<file path="src/rtl/packet_deframer_pkg.sv">
// Shared constants, state encoding and small helpers for the MIX-mode packet deframer
// and the sync correlator.
package packet_deframer_pkg;

   localparam logic [3:0]  MODE_MIX     = 4'b0100;
   localparam int unsigned HDR_SYMS     = 64;
   // Last 64 preamble symbols, oldest symbol in the MSB.
   localparam logic [63:0] SYNC_PATTERN = 64'h5555_5555_AAAA_AAAA;
   localparam logic [7:0]  MOD_BPSK     = 8'hAA;
   localparam logic [7:0]  MOD_QPSK     = 8'h55;

   typedef enum logic [2:0] {
      ST_SEARCH = 3'b001,
      ST_HDR    = 3'b010,
      ST_PLD    = 3'b100
   } state_t;

   function automatic int unsigned popcount64(input logic [63:0] v);
      int unsigned c;
      c = 0;
      for (int i = 0; i < 64; i++) c = c + {31'd0, v[i]};
      return c;
   endfunction

   function automatic int unsigned hamming8(input logic [7:0] a, input logic [7:0] b);
      int unsigned c;
      logic [7:0]  d;
      c = 0;
      d = a ^ b;
      for (int i = 0; i < 8; i++) c = c + {31'd0, d[i]};
      return c;
   endfunction

endpackage

</file>
<file path="src/rtl/packet_deframer_sync_correlator.sv">
// 64-symbol sliding window correlated against the preamble tail (normal and inverted).
// A hit is only reported once the window has been filled since the last clear.
module sync_correlator
   import packet_deframer_pkg::*;
#(
   parameter int unsigned SYNC_TOL = 4
)(
   input  logic clk,
   input  logic rst_n,
   input  logic clr,
   input  logic shift_en,
   input  logic bit_in,
   output logic hit,
   output logic hit_inv
);

   logic [63:0] window_reg;
   logic [6:0]  fill_reg;
   logic [63:0] window_next;
   logic        full_next;

   // Correlate on the window including the incoming symbol so the header
   // starts with the very next accepted symbol.
   assign window_next = {window_reg[62:0], bit_in};
   assign full_next   = (fill_reg >= 7'd63);
   assign hit     = shift_en & full_next & (popcount64(window_next ^ SYNC_PATTERN) <= SYNC_TOL);
   assign hit_inv = shift_en & full_next & (popcount64(window_next ^ ~SYNC_PATTERN) <= SYNC_TOL);

   always_ff @(posedge clk or negedge rst_n) begin
      if (!rst_n) begin
         window_reg <= '0;
         fill_reg   <= '0;
      end else if (clr) begin
         window_reg <= '0;
         fill_reg   <= '0;
      end else if (shift_en) begin
         window_reg <= window_next;
         if (!fill_reg[6]) fill_reg <= fill_reg + 7'd1;
      end
   end

endmodule

</file>
<file path="src/rtl/packet_deframer.sv">
// MIX-mode RX deframer: preamble sync, header parse, payload forwarding; pass-through otherwise.
// Optional DEFRAMER_PHASE_AMBIG_EN adds detection and correction of an inverted (180 deg) frame.
module packet_deframer
   import packet_deframer_pkg::*;
#(
   parameter int unsigned BYTES    = 1,
   parameter int unsigned SYNC_TOL = 4,
   parameter int unsigned MOD_TOL  = 1
)(
   input  logic                 clk,
   input  logic                 rst_n,
   input  logic                 clk_enable,
   input  logic [3:0]           MODE_CTRL,
   input  logic [BYTES*8-1:0]   I_tdata,
   input  logic                 I_tvalid,
   output logic                 I_tready,
   output logic [BYTES*8-1:0]   O_tdata,
   output logic                 O_tvalid,
   input  logic                 O_tready,
   output logic                 O_tlast,
   output logic                 O_tuser,
   output logic [15:0]          pld_len,
   output logic                 hdr_ok,
   output logic                 hdr_err,
   output logic                 pkt_done
);

   localparam int         W        = BYTES * 8;
   localparam logic [5:0] HDR_LAST = 6'(HDR_SYMS - 1);

   state_t        state_reg, state_next;
   logic [5:0]    hdr_cnt_reg, hdr_cnt_next;
   logic [7:0]    mod_reg, mod_next;
   logic [15:0]   len_reg, len_next;
   logic [15:0]   syms_reg, syms_next;
   logic [15:0]   payload_cnt_reg, payload_cnt_next;
   logic [15:0]   pld_len_reg, pld_len_next;
   logic [W-1:0]  o_tdata_reg, o_tdata_next;
   logic          o_tvalid_reg, o_tvalid_next;
   logic          o_tlast_reg, o_tlast_next;
   logic          o_tuser_reg, o_tuser_next;
   logic          hdr_ok_reg, hdr_ok_next;
   logic          hdr_err_reg, hdr_err_next;
   logic          pkt_done_reg, pkt_done_next;

   logic          mix, accept, out_hs, sym_bit, hit, hit_inv;
   logic          is_bpsk, is_qpsk;
   logic [15:0]   hdr_syms;
   logic [W-1:0]  sym_data;

`ifdef DEFRAMER_PHASE_AMBIG_EN
   logic          inv_reg, inv_next;
   assign sym_data = I_tdata ^ {W{inv_reg}};
`else
   logic          unused_hit_inv;
   assign unused_hit_inv = hit_inv;
   assign sym_data = I_tdata;
`endif

   assign mix      = (MODE_CTRL == MODE_MIX);
   assign accept   = I_tvalid & I_tready & clk_enable;
   assign out_hs   = o_tvalid_reg & O_tready & clk_enable;
   assign sym_bit  = sym_data[0];
   assign is_bpsk  = (hamming8(mod_reg, MOD_BPSK) <= MOD_TOL);
   assign is_qpsk  = ~is_bpsk & (hamming8(mod_reg, MOD_QPSK) <= MOD_TOL);
   assign hdr_syms = is_bpsk ? len_reg : {1'b0, len_reg[15:1]};

   sync_correlator #(.SYNC_TOL(SYNC_TOL)) u_sync (
      .clk      (clk),
      .rst_n    (rst_n),
      .clr      (~mix | (state_reg != ST_SEARCH)),
      .shift_en (mix & (state_reg == ST_SEARCH) & accept),
      .bit_in   (sym_bit),
      .hit      (hit),
      .hit_inv  (hit_inv)
   );

   // Once the last payload symbol is taken, stall the input so the next
   // frame's preamble is not swallowed while the final beat waits downstream.
   always_comb begin
      I_tready = 1'b0;
      if (!mix) begin
         I_tready = (state_reg == ST_SEARCH) & O_tready;
      end else begin
         case (state_reg)
            ST_SEARCH, ST_HDR: I_tready = 1'b1;
            ST_PLD:  I_tready = (payload_cnt_reg != syms_reg) & (O_tready | ~o_tvalid_reg);
            default: I_tready = 1'b0;
         endcase
      end
   end

   always_comb begin
      state_next       = state_reg;
      hdr_cnt_next     = hdr_cnt_reg;
      mod_next         = mod_reg;
      len_next         = len_reg;
      syms_next        = syms_reg;
      payload_cnt_next = payload_cnt_reg;
      pld_len_next     = pld_len_reg;
      o_tdata_next     = o_tdata_reg;
      o_tvalid_next    = o_tvalid_reg;
      o_tlast_next     = o_tlast_reg;
      o_tuser_next     = o_tuser_reg;
      hdr_ok_next      = 1'b0;
      hdr_err_next     = 1'b0;
      pkt_done_next    = 1'b0;
`ifdef DEFRAMER_PHASE_AMBIG_EN
      inv_next         = inv_reg;
`endif
      if (!mix) begin
         state_next       = ST_SEARCH;
         hdr_cnt_next     = '0;
         payload_cnt_next = '0;
         o_tlast_next     = 1'b0;
         o_tuser_next     = 1'b1;
`ifdef DEFRAMER_PHASE_AMBIG_EN
         inv_next         = 1'b0;
`endif
         if (state_reg != ST_SEARCH) begin
            o_tvalid_next = 1'b0;
         end else if (clk_enable && O_tready) begin
            o_tdata_next  = I_tdata;
            o_tvalid_next = I_tvalid;
         end
      end else begin
         if (out_hs) begin
            o_tvalid_next = 1'b0;
            o_tlast_next  = 1'b0;
         end
         case (state_reg)
            ST_SEARCH: begin
               if (hit) begin
                  state_next   = ST_HDR;
                  hdr_cnt_next = '0;
`ifdef DEFRAMER_PHASE_AMBIG_EN
                  inv_next     = 1'b0;
               end else if (hit_inv) begin
                  state_next   = ST_HDR;
                  hdr_cnt_next = '0;
                  inv_next     = 1'b1;
`endif
               end
            end
            ST_HDR: begin
               if (accept) begin
                  hdr_cnt_next = hdr_cnt_reg + 6'd1;
                  if (hdr_cnt_reg < 6'd8)       mod_next = {mod_reg[6:0], sym_bit};
                  else if (hdr_cnt_reg < 6'd24) len_next = {len_reg[14:0], sym_bit};
                  if (hdr_cnt_reg == HDR_LAST) begin
                     if ((!is_bpsk && !is_qpsk) || hdr_syms == 16'd0) begin
                        hdr_err_next = 1'b1;
                        state_next   = ST_SEARCH;
`ifdef DEFRAMER_PHASE_AMBIG_EN
                        inv_next     = 1'b0;
`endif
                     end else begin
                        hdr_ok_next      = 1'b1;
                        pld_len_next     = len_reg;
                        o_tuser_next     = is_bpsk;
                        syms_next        = hdr_syms;
                        payload_cnt_next = '0;
                        state_next       = ST_PLD;
                     end
                  end
               end
            end
            ST_PLD: begin
               if (accept) begin
                  o_tdata_next     = sym_data;
                  o_tvalid_next    = 1'b1;
                  o_tlast_next     = (payload_cnt_reg == syms_reg - 16'd1);
                  payload_cnt_next = payload_cnt_reg + 16'd1;
               end
               if (out_hs && o_tlast_reg) begin
                  pkt_done_next = 1'b1;
                  state_next    = ST_SEARCH;
`ifdef DEFRAMER_PHASE_AMBIG_EN
                  inv_next      = 1'b0;
`endif
               end
            end
            default: state_next = ST_SEARCH;
         endcase
      end
   end

   always_ff @(posedge clk or negedge rst_n) begin
      if (!rst_n) begin
         state_reg       <= ST_SEARCH;
         hdr_cnt_reg     <= '0;
         mod_reg         <= '0;
         len_reg         <= '0;
         syms_reg        <= '0;
         payload_cnt_reg <= '0;
         pld_len_reg     <= '0;
         o_tdata_reg     <= '0;
         o_tvalid_reg    <= 1'b0;
         o_tlast_reg     <= 1'b0;
         o_tuser_reg     <= 1'b1;
         hdr_ok_reg      <= 1'b0;
         hdr_err_reg     <= 1'b0;
         pkt_done_reg    <= 1'b0;
      end else begin
         state_reg       <= state_next;
         hdr_cnt_reg     <= hdr_cnt_next;
         mod_reg         <= mod_next;
         len_reg         <= len_next;
         syms_reg        <= syms_next;
         payload_cnt_reg <= payload_cnt_next;
         pld_len_reg     <= pld_len_next;
         o_tdata_reg     <= o_tdata_next;
         o_tvalid_reg    <= o_tvalid_next;
         o_tlast_reg     <= o_tlast_next;
         o_tuser_reg     <= o_tuser_next;
         hdr_ok_reg      <= hdr_ok_next;
         hdr_err_reg     <= hdr_err_next;
         pkt_done_reg    <= pkt_done_next;
      end
   end

`ifdef DEFRAMER_PHASE_AMBIG_EN
   always_ff @(posedge clk or negedge rst_n) begin
      if (!rst_n) inv_reg <= 1'b0;
      else        inv_reg <= inv_next;
   end
`endif

   assign O_tdata  = o_tdata_reg;
   assign O_tvalid = o_tvalid_reg;
   assign O_tlast  = o_tlast_reg;
   assign O_tuser  = o_tuser_reg;
   assign pld_len  = pld_len_reg;
   assign hdr_ok   = hdr_ok_reg;
   assign hdr_err  = hdr_err_reg;
   assign pkt_done = pkt_done_reg;

endmodule

</file>
<file path="config.mk">
export PLATFORM = sky130hd
export DESIGN_NAME = packet_deframer
export DESIGN_NICKNAME = d
export VERILOG_FILES = /design/src/rtl/packet_deframer_pkg.sv /design/src/rtl/packet_deframer_sync_correlator.sv /design/src/rtl/packet_deframer.sv
export SDC_FILE = /design/constraint.sdc
export NUM_CORES = 1
export LEC_CHECK = 0
export BUFFER_PORTS_ARGS = -buffer_cell sky130_fd_sc_hd__clkbuf_2
export CORE_UTILIZATION = 25
export DETAILED_ROUTE_END_ITERATION = 16
export GPL_TIMING_DRIVEN = 0
export HOLD_SLACK_MARGIN = 0.05
export PLACE_DENSITY_LB_ADDON = 0.1
export RECOVER_POWER = 25
export REMOVE_ABC_BUFFERS = 1
export SYNTH_ARGS = -nofsm -noshare
export SYNTH_HDL_FRONTEND = slang
export SYNTH_SLANG_ARGS = --single-unit
</file>
<file path="constraint.sdc">
create_clock -name clk -period 7.28 [get_ports clk]
set_input_delay 1.82 -clock clk [delete_from_list [all_inputs] [get_ports clk]]
set_output_delay 1.82 -clock clk [all_outputs]
set_load 0.02 [all_outputs]
</file>
==> flow_summary.json, run 1 <==
{
  "worstMarginPinSlew_ns": 3.871,
  "place_area_sq_mm": 0.01101,
  "violations": "capacitance limit, slew limit, setup timing",
  "swShare": 0.2721,
  "yosysSeqAreaShare": 0.4016,
  "cts_tree": "yes",
  "fin_crit_sh": 1.136,
  "ios": 48,
  "cp.buffers_inverters": 7,
  "final_hold_viol_count": 0,
  "whs_endpoint": "O_tdata[0]",
  "largest_register_ffs": 63,
  "clockRootBuffer": "clkbuf_16",
  "fin_skew_ns": 0.01232,
  "dp_slack_ns": -1.935,
  "cts_made_buffers": 17,
  "multiInputGateArea_sq_mm": 0.005419,
  "area_growth_pct": 12.99,
  "p_sw_uw": 553.4,
  "crit_chain": "clkbuf_16 -> inv_8 -> fa_1 -> inv_2 -> fa_1 -> fa_1 -> fa_1 -> inv_2 -> fa_1 -> fa_1 -> fa_1 -> inv_2 -> fa_1 -> fa_1 -> ha_2 -> inv_2 -> fa_1 -> inv_2 -> o41ai_2 -> o211ai_1 -> a211oi_2 -> o21ai_2 -> a22oi_1 -> nor2_1",
  "synth_area_sq_mm": 0.01029,
  "vias": 6935,
  "path_clk_slew_ns": 0.07,
  "critPathTopFamily": "adder cells",
  "yosys_warnings": 0,
  "synth.distinct_cells": 63,
  "dp_hpwl_um": 17630,
  "register_area_sq_mm": 0.004131,
  "start_util": 0.2560,
  "antenna_cells": 0,
  "critical_path_class": "in -> reg",
  "vias_per_cell": 4.386,
  "cp_max_fo": 6,
  "h-tree-depth": 4,
  "slowest_delay_ns": 0.59,
  "end_kind": "flop",
  "final_cell_mix": "dfrtp_1 (163), nand2_1 (117), inv_1 (113)",
  "reg2regPathDepth": 23,
  "core.rowCount": 73,
  "power.share.clock": 0.452,
  "syn-instance-count": 1014,
  "hp-start": "O_tdata[0]",
  "cts.path.max_buffers": 2,
  "antenna_found_initial": 0,
  "grtUsageTotal": 0.1292,
  "reg2reg_from": "u_sync.window_reg[1]",
  "final_cells": 1581,
  "rsz0062_at_grt": "true",
  "drive_above_1_share": 0.2491,
  "async_reset_ff_frac": 1.000,
  "drv_slew": 67,
  "design.die.area_sq_mm": 0.04197,
  "gp_congestion": 0.7369,
  "synth_ff_type": "dfrtp_1",
  "drt-pass1-iter-count": 4,
  "io_buffers": 47,
  "crit_arrival_ns": 8.58,
  "power_uw": 2034,
  "design_area_sq_mm": 0.01162,
  "slowest_stage": "fa_1",
  "fin_crit_ns": 8.270,
  "whs_path_depth": 2,
  "ctsHoldBuffers": 0,
  "fp.dieW_um": 204.9,
  "hold_path_class": "reg -> reg",
  "die_h_um": 204.9,
  "numClockSinks": 165,
  "worst_ir_drop_vdd_uv": 121.6,
  "detail-route-antenna-nets": 0,
  "wl_um": 24840,
  "p_int_uw": 1481,
  "finalSetupTns_ns": -7.408,
  "final_common_cell": "dfrtp_1",
  "combinationalPowerShare": 0.090,
  "fillerInstances": 4291,
  "critPathMostFrequentCell": "fa_1",
  "core_sq_mm": 0.04019,
  "max_freq_mhz": 120.9,
  "drv_cap": 1,
  "layout_setup_ws_ns": -0.9896,
  "static-leakage-power_uw": 0.004985,
  "synth_area_per_cell_sq_um": 10.15,
  "drc": 0,
  "grt-ovfl-total": 0,
  "cp-start-kind": "primary input",
  "nNetsFinal": 1148,
  "grt_max_degree": 101,
  "clock_latency_ns": 0.45,
  "slew_headroom": -1.581,
  "synth-edff-count": 0,
  "required_ns": 7.59,
  "dp.cells": 1546,
  "p_per_area_mw_per_mm2": 175.0,
  "grt_pass1_vias": 7367,
  "wl_per_cell_um": 15.71,
  "reg2reg_slack_ns": 0.03,
  "seqPwrFrac": 0.457,
  "grt_first_pass_wirelength_um": 41700,
  "finalSetupViolCount": 8,
  "synth_seq_cells": 165,
  "r2r-end": "hdr_cnt_reg[1]",
  "drt_iter0_markers": 280,
  "status": "complete, but fails checks"
}
kinds of logic after synthesis:
kind of cell               count (synthesis)  synth area share
AOI/OAI and AO/OA                        168            0.1142
xor gates and xnor gates                  26           0.02213
adders and majority gates                 88            0.1523
buffers and inverters                    165           0.07589
DFF                                      165            0.4016
muxes                                     61           0.06434
and+or+nand+nor                          341            0.1695
tightest hold or removal path, stage by stage, from the launching register on:
cell and delay, ns:
dfrtp_1 0.35, nand2_1 0.05, o21ai_0 0.06
worst max path at each step:
stage | to | from | cells past startpoint
2_1_floorplan | hdr_cnt_reg[2] | I_tdata[0] | 23
3_3_place_gp | hdr_cnt_reg[5] | I_tdata[0] | 24
3_5_place_dp | hdr_cnt_reg[2] | I_tdata[0] | 24
4_1_cts | hdr_cnt_reg[1] | I_tdata[0] | 24
5_1_grt | hdr_cnt_reg[1] | I_tdata[0] | 24
6_report | hdr_cnt_reg[1] | I_tdata[0] | 24
power groups by stage:
stage | registers, uW | logic, uW | clock network [uW]
after detailed placement | 948 | 182 | 0
after global routing | 931 | 214 | 990
final | 931 | 183 | 920
after floorplan | 959 | 97.7 | 0
after global placement | 949 | 179 | 0
after CTS | 930 | 194 | 961
routing by layer:
| layer | wire, um | part of all wire | global-route usage |
|---|---|---|---|
| met5 | 0 | 0 | 0 |
| met4 | 227 | 0.0091 | 0.03413 |
| met3 | 551 | 0.022 | 0.02689 |
| met2 | 12620 | 0.51 | 0.2179 |
| met1 | 11440 | 0.46 | 0.1669 |
stage by stage:
stage | hold slack [ns] | utilization
after floorplan | 0.4777 | -
after global placement | 0.4644 | 0.2699
after detailed placement | 0.4737 | 0.2739
after CTS | 0.4909 | 0.2900
after global routing | 0.5265 | 0.2892
final | 0.4862 | 0.2892
layout make-up:
type | instances | area share
clock buffer | 19 | 0.03811
clock inverter | 13 | 0.01152
inverter | 119 | 0.03907
multi-input combinational | 684 | 0.4662
sequential | 165 | 0.3554
tap | 525 | 0.05651
timing repair buffer | 56 | 0.03315
what timing repair did:
item,4_1_cts,5_1_grt
endpoints found under the hold margin,0,0
pin swaps,19,6
resized for setup,19,1
buffers inserted,3,0
setup endpoints to repair,8,8
Yosys cell counts (4+ instances only):
cell      instances  area share
nor2b_1           5      0.0030
nand4_1           9      0.0055
clkbuf_1         23      0.0084
xor2_1           16       0.014
nand2_1         118       0.043
buf_2             7      0.0034
mux2i_1          20       0.019
and3_1           12      0.0073
a21oi_2          51       0.043
or2_2             8      0.0049
or3_1             5      0.0030
a221o_1          11       0.011
mux2_2           41       0.045
nand3_1          19      0.0092
fa_1             62        0.12
buf_12            5      0.0097
nor4_1           11      0.0067
dfrtp_1         163        0.40
nor3_1            9      0.0044
ha_1             26       0.032
nor3b_1           4      0.0029
nand3b_1          5      0.0036
and2_1           10      0.0061
nor2_1           58       0.021
xnor2_1          10      0.0085
buf_6             8      0.0088
o21ai_0          27       0.013
a21oi_1          52       0.025
nand2_2          50       0.030
inv_1           119       0.043
(Power assumes the default switching activity.)
==> run 2: changes to the inputs <==
--- a/config.mk
+++ b/config.mk
@@ -5,7 +5,7 @@
 export SDC_FILE = /design/constraint.sdc
 export NUM_CORES = 1
 export LEC_CHECK = 0
-export BUFFER_PORTS_ARGS = -buffer_cell sky130_fd_sc_hd__clkbuf_2
+export BUFFER_PORTS_ARGS = -buffer_cell sky130_fd_sc_hd__buf_4
 export CORE_UTILIZATION = 25
 export DETAILED_ROUTE_END_ITERATION = 16
 export GPL_TIMING_DRIVEN = 0
==> flow_summary.json, run 2 (same netlist as run 1, synthesis figures left out) <==
{
  "fp.dieW_um": 204.9,
  "static-leakage-power_uw": 0.005010,
  "fin_crit_sh": 1.129,
  "required_ns": 7.59,
  "wl_um": 24870,
  "detail-route-antenna-nets": 0,
  "worst_ir_drop_vdd_uv": 126.2,
  "drt_iter0_markers": 281,
  "violations": "capacitance limit, slew limit, setup timing",
  "p_sw_uw": 550.9,
  "path_clk_slew_ns": 0.07,
  "numClockSinks": 165,
  "start_util": 0.2560,
  "cts.path.max_buffers": 2,
  "reg2reg_slack_ns": 0.05,
  "antenna_cells": 0,
  "end_kind": "flop",
  "multiInputGateArea_sq_mm": 0.005419,
  "r2r-end": "hdr_cnt_reg[1]",
  "nNetsFinal": 1149,
  "reg2regPathDepth": 24,
  "seqPwrFrac": 0.464,
  "reg2reg_from": "u_sync.window_reg[1]",
  "drv_slew": 64,
  "cp-startpoint": "I_tdata[0]",
  "fin_crit_ns": 8.221,
  "wl_per_cell_um": 15.72,
  "crit_arrival_ns": 8.53,
  "drt-pass1-iter-count": 4,
  "power_uw": 2006,
  "holdWs_ns": 0.4864,
  "io_buffers": 47,
  "cp-start-kind": "primary input",
  "final_cell_mix": "dfrtp_1 (163), nand2_1 (117), inv_1 (113)",
  "gp_congestion": 0.7244,
  "cp_max_fo": 6,
  "worstMarginPinSlew_ns": 3.644,
  "p_int_uw": 1455,
  "vias_per_cell": 4.380,
  "fillerInstances": 4253,
  "power.share.clock": 0.440,
  "core_sq_mm": 0.04019,
  "design_area_sq_mm": 0.01170,
  "area_growth_pct": 13.76,
  "drc": 0,
  "grt_pass1_vias": 7301,
  "die_h_um": 204.9,
  "combinationalPowerShare": 0.096,
  "h-tree-depth": 4,
  "p_per_area_mw_per_mm2": 171.4,
  "ios": 48,
  "status": "complete, but fails checks",
  "grt_max_degree": 104,
  "finalSetupTns_ns": -7.285,
  "antenna_found_initial": 0,
  "crit_end": "hdr_cnt_reg[1]",
  "final_common_cell": "dfrtp_1",
  "grt-ovfl-total": 0,
  "dp_hpwl_um": 17680,
  "layout_setup_ws_ns": -0.9413,
  "swShare": 0.2746,
  "postLayoutCoreUtil": 0.2912,
  "fin_skew_ns": 0.01356,
  "grtUsageTotal": 0.1293,
  "whs_path_depth": 2,
  "design.die.area_sq_mm": 0.04197,
  "rsz0062_at_grt": "true",
  "core.rowCount": 73,
  "cts_made_buffers": 17,
  "register_area_sq_mm": 0.004131,
  "drv_cap": 1,
  "grt_first_pass_wirelength_um": 41580,
  "clockRootBuffer": "clkbuf_16",
  "max_freq_mhz": 121.6,
  "slew_headroom": -1.429,
  "drive_above_1_share": 0.2498,
  "largest_register_ffs": 63,
  "hold_path_class": "reg -> reg",
  "critical_path_class": "in -> reg",
  "vias": 6929,
  "place_area_sq_mm": 0.01112,
  "clock_latency_ns": 0.45,
  "cts_tree": "yes",
  "finalSetupViolCount": 8,
  "final_hold_viol_count": 0
}
-- run 2: cell count changes in the layout (fill, tap and decap cells not counted), sizes merged --
cell      delta
clkinvlp     -2
clkinv       +2
buf         +47
clkbuf      -46
inv          +1
bufinv       -1
-- run 2: how the worst min path moves through the flow --
stage,startpoint,to
floorplan,mod_reg[4],mod_reg[4]
global placement,O_tdata[0],O_tdata[0]
detailed placement,O_tdata[0],O_tdata[0]
CTS,O_tdata[0],O_tdata[0]
global route,O_tuser,O_tuser
finish,O_tdata[0],O_tdata[0]
-- run 2: worst max-delay path, stage by stage --
cell and delay (ns):
buf_8 0.08, inv_6 0.03, fa_1 0.51, inv_2 0.04, fa_1 0.46, fa_1 0.51
fa_1 0.51, inv_2 0.04, fa_1 0.48, fa_1 0.52, fa_1 0.62, inv_2 0.05
fa_1 0.45, fa_1 0.52, ha_2 0.18, inv_2 0.04, fa_1 0.51, inv_2 0.04
buf_4 0.12, o22ai_1 0.15, o211ai_1 0.16, a211oi_2 0.28, o21ai_2 0.14, a22oi_1 0.21
nor2_1 0.05
-- run 2: layout make-up --
class,count,area share
multi-input cells,684,0.4631
flip-flops and latches,165,0.3530
well taps,525,0.05613
repair buffers,57,0.04202
inverters,119,0.03860
clock buffers,19,0.03785
clock inverters,13,0.009302
-- run 2: power groups by stage --
stage,clock [uW],sequential (uW),combinational (uW)
detailed placement,0,949,189
global placement,0,949,186
global route,954,932,223
CTS,927,931,201
floorplan,0,959,97.7
finish,882,931,193
-- run 2: timing repair --
item | 4_1_cts | 5_1_grt
hold buffers | 0 | 0
endpoints found under the setup margin | 8 | 8
gates resized for setup | 18 | 1
cloned | 0 | 0
buffers inserted | 3 | 1
pin swaps | 17 | 14
-- run 2: metrics by stage --
step	instances	setup slack, ns
final	1582	-0.9413
after detailed placement	1546	-1.910
after floorplan	968	-1.191
after global routing	1582	-1.230
after CTS	1581	-0.9802
after global placement	1540	-1.957
-- run 2: layer usage --
metal,vias up,GRT usage,share of wire
met4,0,0.03175,0.0091
met1,3434,0.1669,0.47
met5,-,0,0
met3,10,0.02768,0.021
li1,3414,-,-
met2,71,0.2186,0.50
